===== src/rtl/voice_mixer_if.sv =====
// Bundles the voice-sample input handshake, the audio FIFO write port and the
// mixer status outputs into a single interface.
interface voice_mixer_if #(
  parameter int NUM_VOICES = 4,
  parameter int SAMPLE_W   = 24
);
  logic [NUM_VOICES*SAMPLE_W-1:0] voice_data;
  logic [NUM_VOICES-1:0]          voice_active;
  logic                           voice_valid;
  logic                           voice_ready;
  logic [7:0]                     master_gain;
  logic                           fifo_full;
  logic [SAMPLE_W-1:0]            audio_out;
  logic                           fifo_write;
  logic                           clip;
  logic [7:0]                     drop_cnt;

  modport master (
    output voice_data, voice_active, voice_valid, master_gain, fifo_full,
    input  voice_ready, audio_out, fifo_write, clip, drop_cnt
  );

  modport slave (
    input  voice_data, voice_active, voice_valid, master_gain, fifo_full,
    output voice_ready, audio_out, fifo_write, clip, drop_cnt
  );
endinterface


===== src/rtl/voice_mixer.sv =====
// Sequential voice mixer: snapshots a sample set, sums one voice per cycle,
// applies master gain with saturation and writes one word to the audio FIFO.
module voice_mixer #(
  parameter int NUM_VOICES = 4,
  parameter int SAMPLE_W   = 24
) (
  input  logic          clk,
  input  logic          reset_n,
  voice_mixer_if.slave  bus
);

  localparam int ACC_W  = SAMPLE_W + $clog2(NUM_VOICES);
  localparam int PROD_W = ACC_W + 9;
  localparam int IDX_W  = (NUM_VOICES > 1) ? $clog2(NUM_VOICES) : 1;
  localparam logic [IDX_W-1:0] LAST_IDX = IDX_W'(NUM_VOICES - 1);
  localparam logic signed [PROD_W-1:0] SAT_MAX =
    {{(PROD_W-SAMPLE_W+1){1'b0}}, {(SAMPLE_W-1){1'b1}}};
  localparam logic signed [PROD_W-1:0] SAT_MIN = ~SAT_MAX;

  typedef enum logic [1:0] {IDLE, ACCUM, SCALE, WRITE} state_t;

  state_t state, next_state;

  logic [NUM_VOICES*SAMPLE_W-1:0] snap_data;
  logic [NUM_VOICES-1:0]          snap_active;
  logic [IDX_W-1:0]               voice_idx;
  logic signed [ACC_W-1:0]        acc;
  logic [SAMPLE_W-1:0]            audio_q;
  logic                           clip_q;
  logic [7:0]                     drop_q;

  logic                           ready;
  logic                           write_en;
  logic                           accept;
  logic signed [SAMPLE_W-1:0]     cur_voice;
  logic signed [ACC_W-1:0]        addend;
  logic signed [8:0]              gain_s;
  logic signed [PROD_W-1:0]       product;
  logic signed [PROD_W-1:0]       scaled;
  logic [SAMPLE_W-1:0]            sat_value;
  logic                           sat_hit;

  // NOTE: state updates use non-blocking assignments so every register in the
  // block samples pre-edge values; blocking here would create ordering races.
  always_ff @(posedge clk) begin
    if (!reset_n) state <= IDLE;
    else          state <= next_state;
  end

  // NOTE: every output of this block gets a default before the case so no
  // path leaves a signal unassigned, which would otherwise infer a latch.
  always_comb begin
    next_state = state;
    ready      = 1'b0;
    write_en   = 1'b0;
    unique case (state)
      IDLE: begin
        ready = 1'b1;
        if (bus.voice_valid) next_state = ACCUM;
      end
      ACCUM: begin
        if (voice_idx == LAST_IDX) next_state = SCALE;
      end
      SCALE: begin
        next_state = WRITE;
      end
      WRITE: begin
        write_en = ~bus.fifo_full;
        if (!bus.fifo_full) next_state = IDLE;
      end
      default: next_state = IDLE;
    endcase
  end

  assign accept = (state == IDLE) && bus.voice_valid;

  always_comb begin
    cur_voice = snap_data[int'(voice_idx)*SAMPLE_W +: SAMPLE_W];
    addend    = snap_active[voice_idx] ? ACC_W'(cur_voice) : '0;
  end

  // Gain is read live in the SCALE cycle, so late gain changes still apply.
  always_comb begin
    gain_s    = signed'({1'b0, bus.master_gain});
    product   = PROD_W'(acc) * PROD_W'(gain_s);
    scaled    = product >>> 7;
    sat_hit   = 1'b0;
    sat_value = scaled[SAMPLE_W-1:0];
    if (scaled > SAT_MAX) begin
      sat_hit   = 1'b1;
      sat_value = SAT_MAX[SAMPLE_W-1:0];
    end else if (scaled < SAT_MIN) begin
      sat_hit   = 1'b1;
      sat_value = SAT_MIN[SAMPLE_W-1:0];
    end
  end

  // NOTE: the snapshot registers are plain storage with no reset; they are
  // always loaded on acceptance before anything reads them.
  always_ff @(posedge clk) begin
    if (accept) begin
      snap_data   <= bus.voice_data;
      snap_active <= bus.voice_active;
    end
  end

  always_ff @(posedge clk) begin
    if (!reset_n) begin
      acc       <= '0;
      voice_idx <= '0;
      audio_q   <= '0;
      clip_q    <= 1'b0;
    end else begin
      unique case (state)
        IDLE: begin
          if (accept) begin
            acc       <= '0;
            voice_idx <= '0;
          end
        end
        ACCUM: begin
          acc       <= acc + addend;
          voice_idx <= voice_idx + IDX_W'(1);
        end
        SCALE: begin
          audio_q <= sat_value;
          clip_q  <= sat_hit;
        end
        default: ;
      endcase
    end
  end

  // Every strobe outside IDLE is a drop, including one on the WRITE exit cycle.
  always_ff @(posedge clk) begin
    if (!reset_n) begin
      drop_q <= '0;
    end else if (bus.voice_valid && (state != IDLE) && (drop_q != 8'hFF)) begin
      drop_q <= drop_q + 8'd1;
    end
  end

  assign bus.voice_ready = ready;
  assign bus.fifo_write  = write_en;
  assign bus.audio_out   = audio_q;
  assign bus.clip        = clip_q;
  assign bus.drop_cnt    = drop_q;

endmodule


===== src/flat_wrapper.sv =====
// flat-port wrapper written by rule: the top's interface ports become plain ports
module voice_mixer_flat 
#(
  parameter int NUM_VOICES = 4,
  parameter int SAMPLE_W   = 24
)
  (clk, reset_n, bus_voice_data, bus_voice_active, bus_voice_valid, bus_master_gain, bus_fifo_full, bus_voice_ready, bus_audio_out, bus_fifo_write, bus_clip, bus_drop_cnt);
  voice_mixer_if #(.NUM_VOICES(NUM_VOICES), .SAMPLE_W(SAMPLE_W)) bus_i ();
  input  logic clk;
  input  logic reset_n;
  input wire logic [$bits(bus_i.voice_data)-1:0] bus_voice_data;
  input wire logic [$bits(bus_i.voice_active)-1:0] bus_voice_active;
  input wire logic [$bits(bus_i.voice_valid)-1:0] bus_voice_valid;
  input wire logic [$bits(bus_i.master_gain)-1:0] bus_master_gain;
  input wire logic [$bits(bus_i.fifo_full)-1:0] bus_fifo_full;
  output wire logic [$bits(bus_i.voice_ready)-1:0] bus_voice_ready;
  output wire logic [$bits(bus_i.audio_out)-1:0] bus_audio_out;
  output wire logic [$bits(bus_i.fifo_write)-1:0] bus_fifo_write;
  output wire logic [$bits(bus_i.clip)-1:0] bus_clip;
  output wire logic [$bits(bus_i.drop_cnt)-1:0] bus_drop_cnt;
  assign bus_i.voice_data = bus_voice_data;
  assign bus_i.voice_active = bus_voice_active;
  assign bus_i.voice_valid = bus_voice_valid;
  assign bus_i.master_gain = bus_master_gain;
  assign bus_i.fifo_full = bus_fifo_full;
  assign bus_voice_ready = bus_i.voice_ready;
  assign bus_audio_out = bus_i.audio_out;
  assign bus_fifo_write = bus_i.fifo_write;
  assign bus_clip = bus_i.clip;
  assign bus_drop_cnt = bus_i.drop_cnt;
  voice_mixer #(.NUM_VOICES(NUM_VOICES), .SAMPLE_W(SAMPLE_W)) u_core (.clk(clk), .reset_n(reset_n), .bus(bus_i));
endmodule

===== config.mk =====
export PLATFORM = sky130hd
export DESIGN_NAME = voice_mixer_flat
export DESIGN_NICKNAME = d
export VERILOG_FILES = /design/src/rtl/voice_mixer_if.sv /design/src/rtl/voice_mixer.sv /design/src/flat_wrapper.sv
export SDC_FILE = /design/constraint.sdc
export NUM_CORES = 1
export LEC_CHECK = 0
export ABC_AREA = 1
export BUFFER_PORTS_ARGS = -buffer_cell sky130_fd_sc_hd__clkbuf_2
export CAP_MARGIN = 40
export CORE_MARGIN = 5
export CORE_UTILIZATION = 40
export CTS_CLUSTER_DIAMETER = 40
export CTS_CLUSTER_SIZE = 40
export DETAILED_ROUTE_END_ITERATION = 7
export PLACE_DENSITY = 0.59
export SYNTH_ARGS = -nofsm -noshare
export SYNTH_HDL_FRONTEND = slang
export SYNTH_SLANG_ARGS = --single-unit

===== constraint.sdc =====
create_clock -name clk -period 5.6 [get_ports clk]
set_input_delay 0 -clock clk [delete_from_list [all_inputs] [get_ports clk]]
set_output_delay 0 -clock clk [all_outputs]
set_load 0.01 [all_outputs]

Yosys cells after proc, flatten, opt, wreduce, memory -nomap -nowiden

Cells that the tools add are included.

Register bits: 163

Bitwise gates (word level): 1
Add/subtract/negate cells: 3
Reductions and logical operators: 8
Shift-type cells: 1
Muxes and demuxes: 17
$mul: 2
Eq/ne operators: 9
Order comparisons: 3

Operators by type and width:

| kind                   | count |
|---|---|
| $shiftx A96 B32 Y24    | 1 |
| $mux W26               | 2 |
| $pmux W26 S2           | 1 |
| $mux W24               | 2 |
| $mul A26 B9 Y35        | 1 |
| $gt A28 B24 Y1 const B | 1 |
| $lt A28 B24 Y1 const B | 1 |
| $add A26 B26 Y26       | 1 |
| $add A8 B1 Y8 const B  | 1 |
| $mux W2                | 4 |
| $ne A8 B8 Y1 const B   | 1 |
| $pmux W2 S4            | 1 |
| $eq A2 B2 Y1 const B   | 3 |
| $mux W1                | 5 |
| $mul A2 B2 Y4 const B  | 1 |
| $ne A2 B1 Y1 const B   | 2 |
| $ne A2 B2 Y1 const B   | 2 |
| $pmux W2 S2            | 1 |
| $reduce_bool A2 Y1     | 2 |
| $logic_and A1 B1 Y1    | 3 |
| $lt A2 B3 Y1 const B   | 1 |
| $reduce_and A3 Y1      | 1 |
| $add A2 B1 Y2 const B  | 1 |
| $bmux W1 S2            | 1 |
| other kinds (4)        | 4 |

Logic depth before layout (Yosys ltp)

Gate-level depths: netlist of the first run.

Depth in word-level cells: 5
Mapped depth: 31
Gate-level depth less buffers: 28

Worst setup path after synthesis of the first run

OpenSTA, ideal clock, no wires.

Path kind: reg2reg
Start point: reg u_core.acc[25]
End point: reg u_core.audio_q[10] (netlist: u_core.bus.audio_out[10])
Path slack: 0.719 ns
Library setup time: 0.122 ns
Cell stages (with the launch flop): 24
Data arrival time: 4.759 ns
Data required time: 5.478 ns
Cells stage by stage: dfxtp_1 > clkbuf_1 > nand2_1 > fa_1 > inv_1 > fa_1 > inv_1 > fa_1 > fa_1 > inv_1 > ha_1 > nand2_1 > inv_1 > a21oi_1 > nand2_1 > a21oi_1 > nand2_1 > nand2_1 > nand2_1 > nor2_1 > nand3_2 > a21oi_4 > buf_6 > a21oi_2

Longest elaborated chain between the ends: 4

RTL lines:

| what                   | RTL line           | RTL |
|---|---|---|
| from (decl)            | voice_mixer.sv:27  | `logic signed [ACC_W-1:0] acc;` |
| from (signal assigned) | voice_mixer.sv:122 | `acc <= acc + addend;` |
| $mul A26 B9 Y35 *      | voice_mixer.sv:85  | `product = PROD_W'(acc) * PROD_W'(gain_s);` |
| $lt A28 B24 Y1         | voice_mixer.sv:92  | `end else if (scaled < SAT_MIN) begin` |
| $mux W24               | voice_mixer.sv:92  |  |
| $mux W24 *             | voice_mixer.sv:89  | `if (scaled > SAT_MAX) begin` |
| to (signal assigned)   | voice_mixer.sv:126 | `audio_q <= sat_value;` |
| to (decl)              | voice_mixer.sv:28  | `logic [SAMPLE_W-1:0] audio_q;` |

Mark *: on every way between the ends. The rest lies on a longest branch, timed or not.
A chain may end at the register's enable or synchronous reset.

Final worst setup path of the first run

Start point: reg u_core.acc[6]
End point: reg u_core.audio_q[1] (netlist: u_core.bus.audio_out[1])

The elaborated chain is that of the path after synthesis.

==> impl_metrics.ini, run 1 <==
[critical_path]
critPathSlowestCell = dfxtp_1
arrival_ns = 5.45
crit_required_ns = 5.91
start_kind = register
reg2reg_from = u_core.acc[6]$_SDFFE_PN0P_
end_kind = register
rr_endpoint = u_core.bus.audio_out[1]$_SDFFE_PN0P_
crit_chain = nand2_1 -> fa_1 -> inv_1 -> fa_1 -> fa_1 -> inv_1 -> fa_1 -> inv_1 -> ha_1 -> a21oi_1 -> nand2_1 -> a21oi_1 -> nand2_2 -> nand2_2 -> nand2_1 -> nand2_1 -> nand2_1 -> nor2_1 -> nand3_2 -> a21oi_4 -> buf_12 -> a21oi_2
cp_max_fo = 23
crit_start = u_core.acc[6]$_SDFFE_PN0P_
cp_slowest_stage_delay_ns = 0.59
crit_type = reg -> reg
crit_top_cell = nand2_1
r2r_slack_ns = 0.46
cp-endpoint = u_core.bus.audio_out[1]$_SDFFE_PN0P_
ff2ff_path_depth = 22

[global_routing]
gr-max-usage-layer = met2
use_met3 = 0.0336
grt_pass1_vias = 13401
grtUsageMet2 = 0.307
grt_pass1_wl_mm = 65.5
antenna_found_initial = 0
use_met1 = 0.243
grt_usage = 0.182
grt_max_degree = 65
grt-ovfl-total = 0

[power_and_ir_drop]
leakagePower_nw = 9.73
irDropWorstVdd_mv = 0.246
total_power_w = 0.00603
pwr_density_cell_nw_per_um2 = 330

[yosys]
synth_seq_cells = 163
synth_cell_types = 43
postSynthAreaPerCell_um2 = 7.86
synthCells = 1976
ys_warn_count = 0
syn-cell-area_um2 = 15500
async_flop_share = 0
synth-edff-count = 100
seq_area_frac_synth = 0.274
yosys_most_used_dff = edfxtp_1
synth_nets = 2347

[clock_tree]
cts_inserted_buffers = 17
clk_latency_ns = 0.44
cts_sinks = 163
cts-root-buf = clkbuf_16
htreeDepth = 4
path_clk_slew_ns = 0.08
cts_tree = yes
cts.path.max_buffers = 2
postCtsSetupBuffers = 0

[flow_run]
max_cap_viol_count = 0

[finish]
register_area_um2 = 4270
syn2layout_area_growth_pct = 17.8
multi_input_area_um2 = 9240
drive_gt1_frac = 0.108
diodes = 0
fin_nets = 2543
layout_commonest_cell = nand2_1
fill_cells = 3782
final_cell_mix = nand2_1 (477), inv_1 (443), fa_1 (162)

[sta]
finalCriticalPeriod_ns = 5.14
slew_headroom = 0.468
setup_violations = 0
maxSlewViolCount = 0
fin_skew_ns = 0.0202
fmax_mhz = 195
finalHoldViolations = 0
rsz0062_at_grt = no
fin_setup_tns_ns = 0
worst_slew_pin_slew_ns = 0.797
finalCritPeriodShare = 0.917

[floorplanning]
die_y_um = 207
io_pins = 147
rows = 72
dieArea_um2 = 42900
fp.coreArea_um2 = 38600
fp.dieW_um = 207
floorplan.initialDensity = 0.403

[worst_hold_path]
worstHoldStart = bus_voice_valid
hold_path_class = in -> reg

[drt]
drt_iter0_markers = 699
drc = 0
drtPass1Iterations = 5
vias = 12883
post_drt_wl_per_cell_um = 14.4
routed_wl_mm = 38.8
ant_nets = 0
vias_per_cell = 4.77

[run_status]
outcome = finished clean

[placed_design]
io_buffer_count = 146
hpwl_mm = 29.8
gp_congestion = 0.930
cell families after synthesis:
logic type | share of synthesized area
simple gates | 0.182
buf+inv | 0.131
compound gates | 0.110
fa+ha+maj | 0.287
flops | 0.274
xor+xnor | 0.0158
critical path: cells and delay by family (launching register included):
family | cells | cell delay (ns)
fa+ha+maj | 5 | 2.41
flops | 1 | 0.59
compound gates | 4 | 0.68
buf+inv | 4 | 0.35
simple gates | 9 | 0.96
Yosys cell counts (all sizes together) (24+ instances only):
library cell  count  share of area
nand3            44          0.014
ha               97          0.078
nand2           488           0.12
fa              162           0.21
a21oi           137          0.050
edfxtp          100           0.19
clkbuf           72          0.017
o32ai            24          0.014
o21ai            88          0.028
dfxtp            63          0.081
nor2            142          0.035
inv             445           0.11
layer usage:
| layer | part of all wire | vias up |
|---|---|---|
| met5 | 0 | - |
| met4 | 0.022 | 0 |
| met3 | 0.053 | 47 |
| met2 | 0.46 | 329 |
| met1 | 0.46 | 6043 |
| li1 | - | 6464 |
worst min-delay path by stage:
stage | endpoint | slack (ns) | depth (start not counted)
after floorplan | bus_fifo_write | 0.05 | 1
after global placement | u_core.snap_data[21]$_DFFE_PP_ | 0.18 | 1
after detailed placement | u_core.snap_data[70]$_DFFE_PP_ | 0.18 | 1
after CTS | u_core.bus.drop_cnt[2]$_SDFFE_PN0P_ | 0.1 | 4
after global routing | u_core.bus.drop_cnt[2]$_SDFFE_PN0P_ | 0.13 | 4
final | u_core.bus.drop_cnt[2]$_SDFFE_PN0P_ | 0.11 | 4
sequential cells by signal (all words and copies together), names as in the netlist:
register	count
u_core.acc	26
u_core.snap_data	96
u_core.bus.audio_out	24
u_core.voice_idx	2
u_core.snap_active	4
u_core.state	2
u_core.bus.drop_cnt	8
u_core.bus.clip	1
report_power, final:
group / leakage, nW / switching, W / internal, W
sequential: 1.46 / 0.000185 / 0.00159
combinational: 7.99 / 0.00196 / 0.00112
clock: 0.286 / 0.000575 / 0.000596
total: 9.73 / 0.00272 / 0.00331
stage by stage:
stage | std cells | util | worst slack (ns) | hold WS, ns | cell area, µm²
floorplan | 1976 | - | 0.719 | 0.0475 | 15500
CTS | 2703 | 0.475 | 0.361 | 0.0956 | 18300
global route | 2703 | 0.475 | 0.0172 | 0.130 | 18300
detailed placement | 2570 | 0.433 | 0.394 | 0.179 | 16700
finish | 2703 | 0.475 | 0.463 | 0.112 | 18300
global placement | 2568 | 0.432 | 0.417 | 0.177 | 16700
timing repair:
action,4_1_cts,5_1_grt
resized for setup,0,1
endpoints found under the setup margin,0,10
hold buffers,101,0
hold endpoints to repair,101,0
area by class of cell:
class	instances	area share
clock buffers	17	0.0232
repair buffers	262	0.103
flip-flops and latches	163	0.233
inverters	447	0.0917
multi-input cells	1281	0.505
clock inverters	15	0.00868
well taps	518	0.0354
(Power assumes the default switching activity.)
==> inputs of run 2 (changes only) <==
--- a/config.mk
+++ b/config.mk
@@ -14,6 +14,7 @@
 export CTS_CLUSTER_SIZE = 40
 export DETAILED_ROUTE_END_ITERATION = 7
 export PLACE_DENSITY = 0.59
+export REMOVE_ABC_BUFFERS = 1
 export SYNTH_ARGS = -nofsm -noshare
 export SYNTH_HDL_FRONTEND = slang
 export SYNTH_SLANG_ARGS = --single-unit
==> impl_metrics.ini, run 2 (synthesis gave the netlist of run 1 again) <==
[power_and_ir_drop]
leakagePower_nw = 9.75
sequentialPowerShare = 0.291
irDropWorstVdd_mv = 0.208
comb_power_share = 0.507
total_power_w = 0.00610
switchingPower_w = 0.00271
clockPowerShare = 0.203
pwr_density_cell_nw_per_um2 = 332
p_sw_frac = 0.445
intPower_w = 0.00339

[placed_design]
gp_congestion = 0.919
hpwl_mm = 29.6
placed_cell_area_um2 = 16700
post-place-ws_ns = 0.341
io_buffer_count = 146

[finish]
register_area_um2 = 4270
fin_nets = 2546
final_cell_mix = nand2_1 (477), inv_1 (443), fa_1 (161)
layout_commonest_cell = nand2_1
syn2layout_area_growth_pct = 18.1
final_area_um2 = 18400
drive_gt1_frac = 0.110
fill_cells = 3832
multi_input_area_um2 = 9240
largest_reg_flops = 96
final_core_util = 0.476
regMostFlops = u_core.snap_data

[critical_path]
rr_endpoint = u_core.bus.audio_out[22]$_SDFFE_PN0P_
crit_buf_inv = 4
reg2reg_from = u_core.acc[16]$_SDFFE_PN0P_
crit_start = u_core.acc[16]$_SDFFE_PN0P_
start_kind = register
worstSetupPathDepth = 22
cp_slowest_stage_delay_ns = 0.60
crit_required_ns = 5.92
ff2ff_path_depth = 22
arrival_ns = 5.49
cp_max_fo = 23
cp_top_family = adder cells
r2r_slack_ns = 0.44
crit_chain = nand2_1 -> fa_1 -> inv_1 -> fa_1 -> fa_1 -> inv_1 -> fa_1 -> inv_1 -> ha_1 -> a21oi_1 -> nand2_1 -> nand2_1 -> nand2_1 -> a21oi_1 -> nand2_1 -> nand2_1 -> nand2_1 -> nor2_1 -> nand3_2 -> a21oi_4 -> buf_12 -> a21oi_1
cp-endpoint = u_core.bus.audio_out[22]$_SDFFE_PN0P_
crit_type = reg -> reg
critPathSlowestCell = dfxtp_1
crit_top_cell = nand2_1
end_kind = register

[sta]
rsz0062_at_grt = no
fin_setup_tns_ns = 0
finalCriticalPeriod_ns = 5.16
worst_slack_ns = 0.437
setup_violations = 0
maxSlewViolCount = 0
worst_slew_pin_slew_ns = 0.804
fmax_mhz = 194
slew_headroom = 0.464
fin_skew_ns = 0.0102
finalHoldViolations = 0
finalCritPeriodShare = 0.922

[drt]
drt_iter0_markers = 695
vias = 12834
drc = 0
vias_per_cell = 4.74
post_drt_wl_per_cell_um = 14.5
drtPass1Iterations = 5
routed_wl_mm = 39.3
ant_nets = 0

[floorplanning]
fp.dieW_um = 207
dieArea_um2 = 42900
io_pins = 147
fp.coreArea_um2 = 38600
die_y_um = 207
rows = 72
floorplan.initialDensity = 0.403

[global_routing]
grt_pass1_wl_mm = 66.3
antenna_found_initial = 0
grt-ovfl-total = 0
grt_max_degree = 55
grt_usage = 0.185
grt_pass1_vias = 13295

[flow_run]
max_cap_viol_count = 0

[clock_tree]
postCtsSetupBuffers = 0
cts_sinks = 163
htreeDepth = 4
cts.path.max_buffers = 2
cts_inserted_buffers = 17
path_clk_slew_ns = 0.08
cts_tree = yes
clk_latency_ns = 0.44
cts-root-buf = clkbuf_16

[worst_hold_path]
hold_path_class = in -> reg

[run_status]
outcome = finished clean
## run 2: cell count changes in the layout (fill, tap and decap cells not counted)
cell	change
buf_8	+1
buf_4	+2
fa_2	+1
dfxtp_1	-1
clkinvlp_4	+3
inv_6	+1
inv_8	-2
clkinv_8	-2
fa_1	-1
clkinv_4	-3
bufinv_16	+2
dfxtp_2	+1
clkinv_1	+1
diode_2	+1
## run 2: area by class of cell
| class | instances | area share |
|---|---|---|
| antenna | 1 | 0.000136 |
| clock buffer | 17 | 0.0232 |
| clock inverter | 15 | 0.00941 |
| inverter | 447 | 0.0915 |
| multi-input combinational | 1281 | 0.503 |
| sequential | 163 | 0.232 |
| tap | 518 | 0.0353 |
| timing repair buffer | 265 | 0.105 |
## run 2: power groups by stage
stage                     Clock [W]  Sequential, W  Combinational, W
after floorplan                   0        0.00181           0.00214
after global placement            0        0.00179           0.00298
after detailed placement          0        0.00180           0.00306
after CTS                   0.00127        0.00177           0.00314
after global routing        0.00131        0.00181           0.00357
final                       0.00124        0.00177           0.00309
## run 2: routing by layer
layer | part of all wire | track usage | vias to the layer above | wire [µm]
met5 | 0 | 0 | - | 0
met1 | 0.47 | 0.252 | 6042 | 18300
li1 | - | - | 6461 | -
met2 | 0.47 | 0.310 | 291 | 18600
met3 | 0.044 | 0.0256 | 40 | 1720
met4 | 0.017 | 0.0497 | 0 | 683
## run 2: repair_timing
item | CTS | global route
endpoints found under the setup margin | 0 | 24
gates resized for setup | 0 | 2
hold endpoints to repair | 102 | 0
hold buffers | 101 | 0
## run 2: worst min path at each step
stage	startpoint	to	slack [ns]	depth (start not counted)
detailed placement	bus_voice_data[83]	u_core.snap_data[83]$_DFFE_PP_	0.18	1
CTS	bus_voice_valid	u_core.bus.drop_cnt[2]$_SDFFE_PN0P_	0.07	4
floorplan	bus_fifo_full	bus_fifo_write	0.05	1
global placement	bus_voice_data[87]	u_core.snap_data[87]$_DFFE_PP_	0.18	1
finish	bus_voice_valid	u_core.bus.drop_cnt[2]$_SDFFE_PN0P_	0.10	4
global route	bus_voice_valid	u_core.bus.drop_cnt[2]$_SDFFE_PN0P_	0.10	4
## run 2: worst reg2reg max path: stages (launching register included)
cell,delay [ns]
dfxtp_1,0.60
nand2_1,0.15
fa_1,0.56
inv_1,0.05
fa_1,0.51
fa_1,0.50
inv_1,0.05
fa_1,0.52
inv_1,0.04
ha_1,0.36
a21oi_1,0.25
nand2_1,0.11
nand2_1,0.09
nand2_1,0.11
a21oi_1,0.24
nand2_1,0.10
nand2_1,0.07
nand2_1,0.04
nor2_1,0.12
nand3_2,0.12
a21oi_4,0.16
buf_12,0.20
a21oi_1,0.10
## run 2: per-stage QoR
stage | hold slack, ns | cells
after floorplan | 0.0475 | 1891
after global placement | 0.177 | 2570
after detailed placement | 0.179 | 2573
after CTS | 0.0725 | 2706
after global routing | 0.103 | 2706
final | 0.102 | 2707
